**src/rtl/ova_pkg.sv**
```systemverilog
// Shared widths and FSM state type for the DVP transmitter.
package ova_pkg;

  localparam int DVP_BYTE_W = 8;
  localparam int PIX_W      = 16;

  typedef enum logic [2:0] {
    ST_IDLE,
    ST_VSYNC,
    ST_VBACK,
    ST_ACTIVE,
    ST_HBLANK,
    ST_VFRONT
  } ova_state_e;

  function automatic int max2(input int a, input int b);
    return (a > b) ? a : b;
  endfunction

endpackage

```
**src/rtl/ova_dvp_tx_if.sv**
```systemverilog
// Pixel-in / DVP-out signal bundle of the transmitter.
interface ova_dvp_tx_if;
  import ova_pkg::*;

  logic [PIX_W-1:0]      i_pix_data;
  logic                  i_pix_vld;
  logic                  o_pix_rdy;
  logic [DVP_BYTE_W-1:0] o_data;
  logic                  o_href;
  logic                  o_vsync;

  modport master (
    input  i_pix_data, i_pix_vld,
    output o_pix_rdy, o_data, o_href, o_vsync
  );

  modport slave (
    output i_pix_data, i_pix_vld,
    input  o_pix_rdy, o_data, o_href, o_vsync
  );

endinterface

```
**src/rtl/ova_dvp_timing.sv**
```systemverilog
// Frame/line timing FSM. The *_d outputs describe the cycle after this one,
// so the top can register them and stay aligned with the FSM state.
//
// state     | meaning
// ----------+-----------------------------------------------------
// ST_IDLE   | waiting for i_en
// ST_VSYNC  | vsync high, VSYNC_CYC cycles
// ST_VBACK  | vertical back porch, V_BACK cycles
// ST_ACTIVE | href high, 2*H_ACTIVE byte cycles
// ST_HBLANK | href low after a line, H_BLANK cycles
// ST_VFRONT | vertical front porch, V_FRONT cycles, frame_done at end
module ova_dvp_timing
  import ova_pkg::*;
#(
  parameter int H_ACTIVE  = 640,
  parameter int V_ACTIVE  = 480,
  parameter int H_BLANK   = 144,
  parameter int VSYNC_CYC = 3136,
  parameter int V_BACK    = 100,
  parameter int V_FRONT   = 100
) (
  input  logic i_pclk,
  input  logic rst_n,
  input  logic i_en,
  output logic o_pix_rdy,
  output logic o_href_d,
  output logic o_vsync_d,
  output logic o_lo_d,
  output logic o_done_d
);

  localparam int BYTES   = 2 * H_ACTIVE;
  localparam int CYC_MAX = max2(max2(VSYNC_CYC, V_BACK), max2(H_BLANK, V_FRONT));
  localparam int CYC_W   = $clog2(CYC_MAX + 1);
  localparam int BYTE_W  = $clog2(BYTES + 1);
  localparam int LINE_W  = $clog2(V_ACTIVE + 1);

  localparam logic [CYC_W-1:0]  VS_LAST   = CYC_W'(VSYNC_CYC - 1);
  localparam logic [CYC_W-1:0]  VB_LAST   = CYC_W'(V_BACK - 1);
  localparam logic [CYC_W-1:0]  HB_LAST   = CYC_W'(H_BLANK - 1);
  localparam logic [CYC_W-1:0]  VF_LAST   = CYC_W'(V_FRONT - 1);
  localparam logic [BYTE_W-1:0] BYTE_LAST = BYTE_W'(BYTES - 1);
  localparam logic [LINE_W-1:0] LINE_LAST = LINE_W'(V_ACTIVE - 1);

  ova_state_e        state_q, state_d;
  logic [CYC_W-1:0]  cyc_q, cyc_d;
  logic [BYTE_W-1:0] byte_q, byte_d;
  logic [LINE_W-1:0] line_q, line_d;

  always_ff @(posedge i_pclk or negedge rst_n) begin
    if (!rst_n) begin
      state_q <= ST_IDLE;
      cyc_q   <= '0;
      byte_q  <= '0;
      line_q  <= '0;
    end else begin
      state_q <= state_d;
      cyc_q   <= cyc_d;
      byte_q  <= byte_d;
      line_q  <= line_d;
    end
  end

  always_comb begin
    state_d = state_q;
    cyc_d   = cyc_q;
    byte_d  = byte_q;
    line_d  = line_q;

    unique case (state_q)
      ST_IDLE: begin
        if (i_en) state_d = ST_VSYNC;
      end
      ST_VSYNC: begin
        if (cyc_q == VS_LAST) begin
          cyc_d   = '0;
          state_d = ST_VBACK;
        end else begin
          cyc_d = cyc_q + CYC_W'(1);
        end
      end
      ST_VBACK: begin
        if (cyc_q == VB_LAST) begin
          cyc_d   = '0;
          state_d = ST_ACTIVE;
        end else begin
          cyc_d = cyc_q + CYC_W'(1);
        end
      end
      ST_ACTIVE: begin
        if (byte_q == BYTE_LAST) begin
          byte_d  = '0;
          state_d = ST_HBLANK;
        end else begin
          byte_d = byte_q + BYTE_W'(1);
        end
      end
      ST_HBLANK: begin
        if (cyc_q == HB_LAST) begin
          cyc_d = '0;
          // line_q is the index of the line just sent
          if (line_q == LINE_LAST) begin
            line_d  = '0;
            state_d = ST_VFRONT;
          end else begin
            line_d  = line_q + LINE_W'(1);
            state_d = ST_ACTIVE;
          end
        end else begin
          cyc_d = cyc_q + CYC_W'(1);
        end
      end
      ST_VFRONT: begin
        if (cyc_q == VF_LAST) begin
          cyc_d   = '0;
          state_d = ST_IDLE;
        end else begin
          cyc_d = cyc_q + CYC_W'(1);
        end
      end
      default: state_d = ST_IDLE;
    endcase

    // Strobe one cycle ahead of every high-byte slot
    o_pix_rdy = ((state_q == ST_VBACK)  && (cyc_q == VB_LAST)) ||
                ((state_q == ST_HBLANK) && (cyc_q == HB_LAST) && (line_q != LINE_LAST)) ||
                ((state_q == ST_ACTIVE) && byte_q[0] && (byte_q != BYTE_LAST));

    o_href_d  = (state_d == ST_ACTIVE);
    o_vsync_d = (state_d == ST_VSYNC);
    o_lo_d    = (state_d == ST_ACTIVE) && byte_d[0];
    o_done_d  = (state_d == ST_VFRONT) && (cyc_d == VF_LAST);
  end

endmodule

```
**src/rtl/ova_dvp_tx.sv**
```systemverilog
// DVP camera-side transmitter: 16-bit pixels out as high/low byte pairs
// with registered href/vsync framing.
module ova_dvp_tx
  import ova_pkg::*;
#(
  parameter int H_ACTIVE  = 640,
  parameter int V_ACTIVE  = 480,
  parameter int H_BLANK   = 144,
  parameter int VSYNC_CYC = 3136,
  parameter int V_BACK    = 100,
  parameter int V_FRONT   = 100
) (
  input  logic         i_pclk,
  input  logic         rst_n,
  input  logic         i_en,
  input  logic         i_clr_err,
  output logic         o_frame_done,
  output logic         o_underflow,
  ova_dvp_tx_if.master dvp
);

  logic                  pix_rdy;
  logic                  href_d, vsync_d, lo_d, done_d;
  logic                  href_q, vsync_q, done_q;
  logic                  uf_d, uf_q;
  logic [PIX_W-1:0]      pix_in, pix_d, pix_q;
  logic [DVP_BYTE_W-1:0] data_d, data_q;

  ova_dvp_timing #(
    .H_ACTIVE  (H_ACTIVE),
    .V_ACTIVE  (V_ACTIVE),
    .H_BLANK   (H_BLANK),
    .VSYNC_CYC (VSYNC_CYC),
    .V_BACK    (V_BACK),
    .V_FRONT   (V_FRONT)
  ) u_timing (
    .i_pclk    (i_pclk),
    .rst_n     (rst_n),
    .i_en      (i_en),
    .o_pix_rdy (pix_rdy),
    .o_href_d  (href_d),
    .o_vsync_d (vsync_d),
    .o_lo_d    (lo_d),
    .o_done_d  (done_d)
  );

  always_comb begin
    // A missing pixel still occupies its slot, sent as zero
    pix_in = dvp.i_pix_vld ? dvp.i_pix_data : '0;
    pix_d  = pix_rdy ? pix_in : pix_q;

    // High-byte slots always follow a strobe, so that byte bypasses pix_q
    data_d = '0;
    if (href_d) begin
      data_d = lo_d ? pix_q[DVP_BYTE_W-1:0] : pix_in[PIX_W-1 -: DVP_BYTE_W];
    end

    uf_d = uf_q;
    if (pix_rdy && !dvp.i_pix_vld) begin
      uf_d = 1'b1;
    end else if (i_clr_err) begin
      uf_d = 1'b0;
    end
  end

  always_ff @(posedge i_pclk or negedge rst_n) begin
    if (!rst_n) begin
      pix_q   <= '0;
      data_q  <= '0;
      href_q  <= 1'b0;
      vsync_q <= 1'b0;
      done_q  <= 1'b0;
      uf_q    <= 1'b0;
    end else begin
      pix_q   <= pix_d;
      data_q  <= data_d;
      href_q  <= href_d;
      vsync_q <= vsync_d;
      done_q  <= done_d;
      uf_q    <= uf_d;
    end
  end

  assign dvp.o_pix_rdy = pix_rdy;
  assign dvp.o_data    = data_q;
  assign dvp.o_href    = href_q;
  assign dvp.o_vsync   = vsync_q;
  assign o_frame_done  = done_q;
  assign o_underflow   = uf_q;

endmodule

```
**src/flat_wrapper.sv**
```systemverilog
// flat-port wrapper written by rule: the top's interface ports become plain ports
module ova_dvp_tx_flat import ova_pkg::*;
#(
  parameter int H_ACTIVE  = 640,
  parameter int V_ACTIVE  = 480,
  parameter int H_BLANK   = 144,
  parameter int VSYNC_CYC = 3136,
  parameter int V_BACK    = 100,
  parameter int V_FRONT   = 100
)
  (i_pclk, rst_n, i_en, i_clr_err, o_frame_done, o_underflow, dvp_i_pix_data, dvp_i_pix_vld, dvp_o_pix_rdy, dvp_o_data, dvp_o_href, dvp_o_vsync);
  ova_dvp_tx_if dvp_i ();
  input  logic i_pclk;
  input  logic rst_n;
  input  logic i_en;
  input  logic i_clr_err;
  output logic o_frame_done;
  output logic o_underflow;
  input wire logic [$bits(dvp_i.i_pix_data)-1:0] dvp_i_pix_data;
  input wire logic [$bits(dvp_i.i_pix_vld)-1:0] dvp_i_pix_vld;
  output wire logic [$bits(dvp_i.o_pix_rdy)-1:0] dvp_o_pix_rdy;
  output wire logic [$bits(dvp_i.o_data)-1:0] dvp_o_data;
  output wire logic [$bits(dvp_i.o_href)-1:0] dvp_o_href;
  output wire logic [$bits(dvp_i.o_vsync)-1:0] dvp_o_vsync;
  assign dvp_i.i_pix_data = dvp_i_pix_data;
  assign dvp_i.i_pix_vld = dvp_i_pix_vld;
  assign dvp_o_pix_rdy = dvp_i.o_pix_rdy;
  assign dvp_o_data = dvp_i.o_data;
  assign dvp_o_href = dvp_i.o_href;
  assign dvp_o_vsync = dvp_i.o_vsync;
  ova_dvp_tx #(.H_ACTIVE(H_ACTIVE), .V_ACTIVE(V_ACTIVE), .H_BLANK(H_BLANK), .VSYNC_CYC(VSYNC_CYC), .V_BACK(V_BACK), .V_FRONT(V_FRONT)) u_core (.i_pclk(i_pclk), .rst_n(rst_n), .i_en(i_en), .i_clr_err(i_clr_err), .o_frame_done(o_frame_done), .o_underflow(o_underflow), .dvp(dvp_i));
endmodule
```
**config.mk**
```make
export PLATFORM = sky130hd
export DESIGN_NAME = ova_dvp_tx_flat
export DESIGN_NICKNAME = d
export VERILOG_FILES = /design/src/rtl/ova_pkg.sv /design/src/rtl/ova_dvp_tx_if.sv /design/src/rtl/ova_dvp_timing.sv /design/src/rtl/ova_dvp_tx.sv /design/src/flat_wrapper.sv
export SDC_FILE = /design/constraint.sdc
export NUM_CORES = 1
export LEC_CHECK = 0
export CAP_MARGIN = 20
export CELL_PAD_IN_SITES_DETAIL_PLACEMENT = 0
export CELL_PAD_IN_SITES_GLOBAL_PLACEMENT = 1
export CORE_MARGIN = 4
export CORE_UTILIZATION = 40
export DETAILED_ROUTE_END_ITERATION = 6
export PLACE_DENSITY_LB_ADDON = 0.05
export SLEW_MARGIN = 20
export SYNTH_ARGS = -nofsm -noshare
export SYNTH_HDL_FRONTEND = slang
export SYNTH_HIERARCHICAL = 1
export SYNTH_SLANG_ARGS = --single-unit
```
**constraint.sdc**
```tcl
create_clock -name i_pclk -period 8 [get_ports i_pclk]
set_clock_uncertainty 0.1 [all_clocks]
set_input_delay 1.6 -clock i_pclk [delete_from_list [all_inputs] [get_ports i_pclk]]
set_output_delay 1.6 -clock i_pclk [all_outputs]
set_load 0.01 [all_outputs]
```
Word level (Yosys, flattened, before mapping)
Index checks and enable logic that the tools add are counted.
{ "totals": {"reg_bits": 55, "latchBits": 0, "ram_bits": 0, "romBits": 0, "inputBits": 21, "out_inout_bits": 13, "word_cells": 65, "n_memories": 0} }
{ "classes": {"add_sub_neg": 3, "multipliers": 0, "n_div": 0, "magnitude_cmp": 0, "eq_ne": 16, "shift": 0, "mux": 20, "bitwise_logic": 0, "reduce_logical": 15} }
{ "ops": {"columns": ["operator", "count"], "rows": [
  ["$mux 12", 3],
  ["$pmux 12 s3", 1],
  ["$eq 12x7->1 const B", 2],
  ["$mux 3", 7],
  ["$pmux 3 s6", 1],
  ["$mux 16", 1],
  ["$mux 8", 2],
  ["$add 12x1->12 const B", 1],
  ["$eq 12x12->1 const B", 1],
  ["$eq 12x8->1 const B", 1],
  ["$add 11x1->11 const B", 1],
  ["$eq 11x11->1 const B", 1],
  ["$mux 11", 1],
  ["$ne 11x11->1 const B", 1],
  ["$add 9x1->9 const B", 1],
  ["$eq 3x2->1 const B", 3],
  ["$eq 3x3->1 const B", 3],
  ["$eq 9x9->1 const B", 1],
  ["$mux 9", 1],
  ["$ne 9x9->1 const B", 1],
  ["$logic_and 1x1->1", 8],
  ["$eq 3x1->1 const B", 2],
  ["$logic_not 3->1", 1],
  ["$mux 1", 3],
  ["5 further kinds", 6]
]} }

Depth between registers and ports, before layout
{ "depth": {"ltp_word": 8, "depth_mapped": 11, "mapped_depth_nobuf": 9} }

Hierarchy
Netlist, hierarchy kept.
{ "modules_own_cells": {"columns": ["module", "instances", "cells_each", "area_each_um2", "seq_area_each_um2"], "rows": [
  ["ova_dvp_timing", 1, 223, 2025.7, 875.8],
  ["ova_dvp_tx", 1, 64, 772.0, 500.5]
]} }

Worst setup path after synthesis
Ideal clock, no wire load.
{ "synth_path": {"kind": "register to output", "from": "register u_core.u_timing.line_q[0]", "to": "output dvp_o_pix_rdy", "arrival_ns": 1.544, "required_time_ns": 6.300, "setup_slack_ns": 4.756, "stages_incl_launch_ff": 6, "n_path_buf": 0, "cell_sequence": "dfrtp_1 > ha_1 > and4_1 > and4_1 > or3_1 > nand2_1"} }
{ "synth_between": {"elab_chain_len": 4} }
{ "synth_rtl": {"columns": ["element", "line_no", "rtl"], "rows": [
  ["start: declaration", "ova_dvp_timing.sv:48", "logic [LINE_W-1:0] line_q, line_d;"],
  ["start signal: assignment", "ova_dvp_timing.sv:60", "line_q <= line_d;"],
  ["$ne 9x9->1", "ova_dvp_timing.sv:126", "((state_q == ST_HBLANK) && (cyc_q == HB_LAST) && (line_q != LINE_LAST)) ||"],
  ["$logic_and 1x1->1", "ova_dvp_timing.sv:126", null],
  ["$logic_or 1x1->1", "ova_dvp_timing.sv:125", "o_pix_rdy = ((state_q == ST_VBACK) && (cyc_q == VB_LAST)) ||"],
  ["$logic_or 1x1->1", "ova_dvp_timing.sv:126", null],
  ["end: declaration", "flat_wrapper.sv:21", "output wire logic [$bits(dvp_i.o_pix_rdy)-1:0] dvp_o_pix_rdy;"]
]} }
No other way between the ends.

Final worst setup path
{ "layout_path": {"from": "register u_core.u_timing.cyc_q[1]", "to": "output dvp_o_pix_rdy"} }
{ "layout_between": {"elab_chain_len": 5, "elab_cells_between_ends": 7, "cone_classes": "eq/ne (2); reduce/logical (5)"} }
{ "layout_rtl": {"columns": ["element", "line_no", "rtl"], "rows": [
  ["start: declaration", "ova_dvp_timing.sv:46", "logic [CYC_W-1:0] cyc_q, cyc_d;"],
  ["start signal: assignment", "ova_dvp_timing.sv:58", "cyc_q <= cyc_d;"],
  ["$eq 12x8->1", "ova_dvp_timing.sv:126", null],
  ["$logic_and 1x1->1 (2 in a row)", "ova_dvp_timing.sv:126", null],
  ["$logic_or 1x1->1 (*)", "ova_dvp_timing.sv:125", null],
  ["$logic_or 1x1->1 (*)", "ova_dvp_timing.sv:126", null]
]} }
Every way passes the cells marked *; elsewhere a longest branch is shown, timed or not.

==> results.md <==
- # nets final: 344
- Clock-pin slew on the worst setup and hold paths: 0.09 ns
- N_diodes: 0
- Grt met2 use: 23.7%
- Number of failing hold endpoints at the final stage: 0
- Crit end category: output pin
- Tot GR Track Use: 15.2%
- Global-route wire length before repair: 10400 um
- Syn Inst Count: 287
- Clk buf depth: 2
- Worst-margin pin slew: 0.698 ns
- Total gr overflow: 0
- Crit start category: register
- Area leader, netlist: dfrtp_1
- RePlAce Congestion: 0.753
- Max Fclk: 210 MHz
- Final period utilization: 59.6%
- Core footprint: 6790 um2
- Initial DRC count: 88
- YS warnings: 6
- First-pass detailed-route iteration total: 4
- Global routing met1 resource utilization: 21.2%
- Hold Crit Depth: 1
- Die area: 8400 um2
- Initial Util: 41.2%
- Post-Route Setup TNS: 0 ns
- Initial antenna violation count: 0
- Sink Count: 55
- HP Class: register to register
- Synth Register Bits: 55
- Layout Area Growth over Synthesis: 17.1%
- DR vias/cell: 5.09
- Root buf cell: clkbuf_8
- WL/cell: 14.3 um
- Power Density: 133 nW/um2
- H-tree depth: 2
- Vias in the first global route: 2082
- Most frequent cell after synthesis: dfrtp_1
- Largest net degree at the start of global routing: 56
- Syn nets: 311
- R2R setup slack: 4.84 ns
- Share of layout cells above drive strength 1: 6.58%
- Antenna Nets Post-Route: 0
- Leakage: 1.47 nW
- Origin of the critical flop-to-flop path: u_core/u_timing/cyc_q[7]
- Cts hold-fix bufs: 0
- WP data arrival: 3.07 ns
- Hold Path End: u_core/u_timing/line_q[7]
- Status: finished, final reports clean
- Post-synthesis async set-or-reset flop share: 100%
- Max-cap viol count: 0
- Yosys cell types: 52
- Setup CP Type: register to output pin
- Worst r2r dst: u_core/dvp.o_data[2]
- # setup viols final: 0
- Sequential element share of the synthesized area: 49.2%
- CTS tree: yes
- Hold Crit Start: u_core/u_timing/line_q[7]
- Hold WS: 0.384 ns
- HPWL after DPL: 4350 um
- Die height: 91.6 um
- Synth area leaders: dfrtp_1 (49%), nand3_1 (4.7%), nand2_1 (3.0%), a32o_2 (2.8%), xnor2_1 (2.8%)
- Final wirelength: 5940 um
- Post-CTS Resized: 0
- CTS Buf Count: 5
- Fin crit period: 4.77 ns
- VDD IR max: 52.5 uV
- Slew HR: 53.5%
- I/O Pins: 34
- Main synth FF type: dfrtp_1
- Critical path fanouts, max: 18
- Post-synth top area share: 49.2%
- RSZ-0062 raised after global routing: no
- Post-synth EDFFs: 0
- Synth Cell Area: 2800 um2
- PortBufs: 33
- Layer with the highest usage: met2
- Post-CTS Setup Inserts: 0
- Clk_lat worst skew: 0.30 ns
- Reg2Reg Depth: 8
- Most frequent cells after synthesis: dfrtp_1 (55), nand3_1 (26), nand2_1 (22)
- Slew Limit Fails: 0
- Remaining DRCs: 0
- Syn Area/Cell: 9.75 um2
- Critical Path RT: 6.30 ns
- Vias: 2113
- Die width: 91.6 um
- Met3 Track Usage GR: 3.61%
- Site row count: 30
[power by group]
| part | total (W) | internal [W] | switching [W] |
|---|---|---|---|
| registers | 0.000278 | 0.000278 | 0.00000000000000000000982 |
| clock network | 0.000141 | 0.0000587 | 0.0000822 |
| logic | 0.0000159 | 0.00000862 | 0.00000727 |
| total | 0.000435 | 0.000345 | 0.0000895 |
[worst max-delay path, stage by stage, from the launching register on]
cell and delay, ns:
dfrtp_1 0.40, ha_1 0.26, nor4bb_1 0.42, nand4_1 0.29, o21ai_0 0.22, nand2_1 0.07
nand2_1 0.45, clkdlybuf4s50_1 0.65
[per-layer routing]
layer / vias up / share of wire (%)
li1: 1089 / -
met1: 994 / 51
met2: 25 / 45
met3: 5 / 3.6
met4: 0 / 0.86
met5: - / 0
[metrics by stage]
step	util (%)	instances	cell area [um2]	total power (W)	setup slack, ns
after CTS	48.2	415	3280	0.000443	3.20
after global placement	47.2	409	3200	0.000300	3.59
final	48.2	415	3280	0.000435	3.23
after detailed placement	47.2	409	3200	0.000300	3.56
after global routing	48.2	415	3280	0.000455	2.91
after floorplan	-	287	2800	0.000284	4.76
[state kept, by name, summed over array words and instances (netlist names), 3 cells and up]
name	count
u_core/u_timing/line_q	9
u_core/pix_q	8
u_core/u_timing/cyc_q	12
u_core/u_timing/byte_q	11
u_core/u_timing/state_q	3
u_core/dvp.o_data	8
[how the worst max path moves through the flow]
stage	from	to	slack, ns	cells after the start
finish	u_core/u_timing/cyc_q[1]	dvp_o_pix_rdy	3.23	7
global route	u_core/u_timing/cyc_q[0]	dvp_o_pix_rdy	2.91	7
CTS	u_core/u_timing/cyc_q[1]	dvp_o_pix_rdy	3.20	7
detailed placement	u_core/u_timing/cyc_q[1]	dvp_o_pix_rdy	3.56	7
global placement	u_core/u_timing/cyc_q[0]	dvp_o_pix_rdy	3.59	7
floorplan	u_core/u_timing/line_q[0]	dvp_o_pix_rdy	4.76	5
[cells in the final DEF (no fill, tap or decap), types with 3 or more instances in the layout]
cell,netlist,final
nand2_1,22,22
a31oi_1,3,3
nand3_1,26,26
ha_1,3,3
clkbuf_8,0,5
clkdlybuf4s50_1,0,32
nor2_1,20,20
inv_1,18,18
and3_1,9,9
or4b_1,3,3
nor3_1,5,5
a21oi_1,7,7
or3_1,3,3
nand4_1,6,6
and2_1,6,6
a32o_2,7,7
o21ai_1,9,9
nor2b_1,7,7
o31ai_1,3,3
nor3b_1,3,3
xnor2_1,9,9
o21ai_0,15,15
dfrtp_1,55,55
xor2_1,9,9
[cell type report]
type	instances	area (um2)
clock buffers	6	72.6
multi-input cells	206	1310
fillers	658	3520
flip-flops and latches	55	1380
well taps	96	120
repair buffers	34	333
inverters	18	67.6
[cells by family (layout without fill, tap and decap cells)]
group | Yosys count | count (layout) | share of synthesized area, %
AO/OA/AOI/OAI | 58 | 58 | 14.1
adder cells (fa/ha/maj) | 3 | 3 | 1.34
XOR/XNOR | 18 | 18 | 5.64
AND/OR/NAND/NOR | 125 | 125 | 24.9
multiplexers | 2 | 2 | 0.760
buffers and inverters | 26 | 58 | 4.07
flip-flops | 55 | 55 | 49.2
Note: power is estimated with default switching activity, not from simulation.
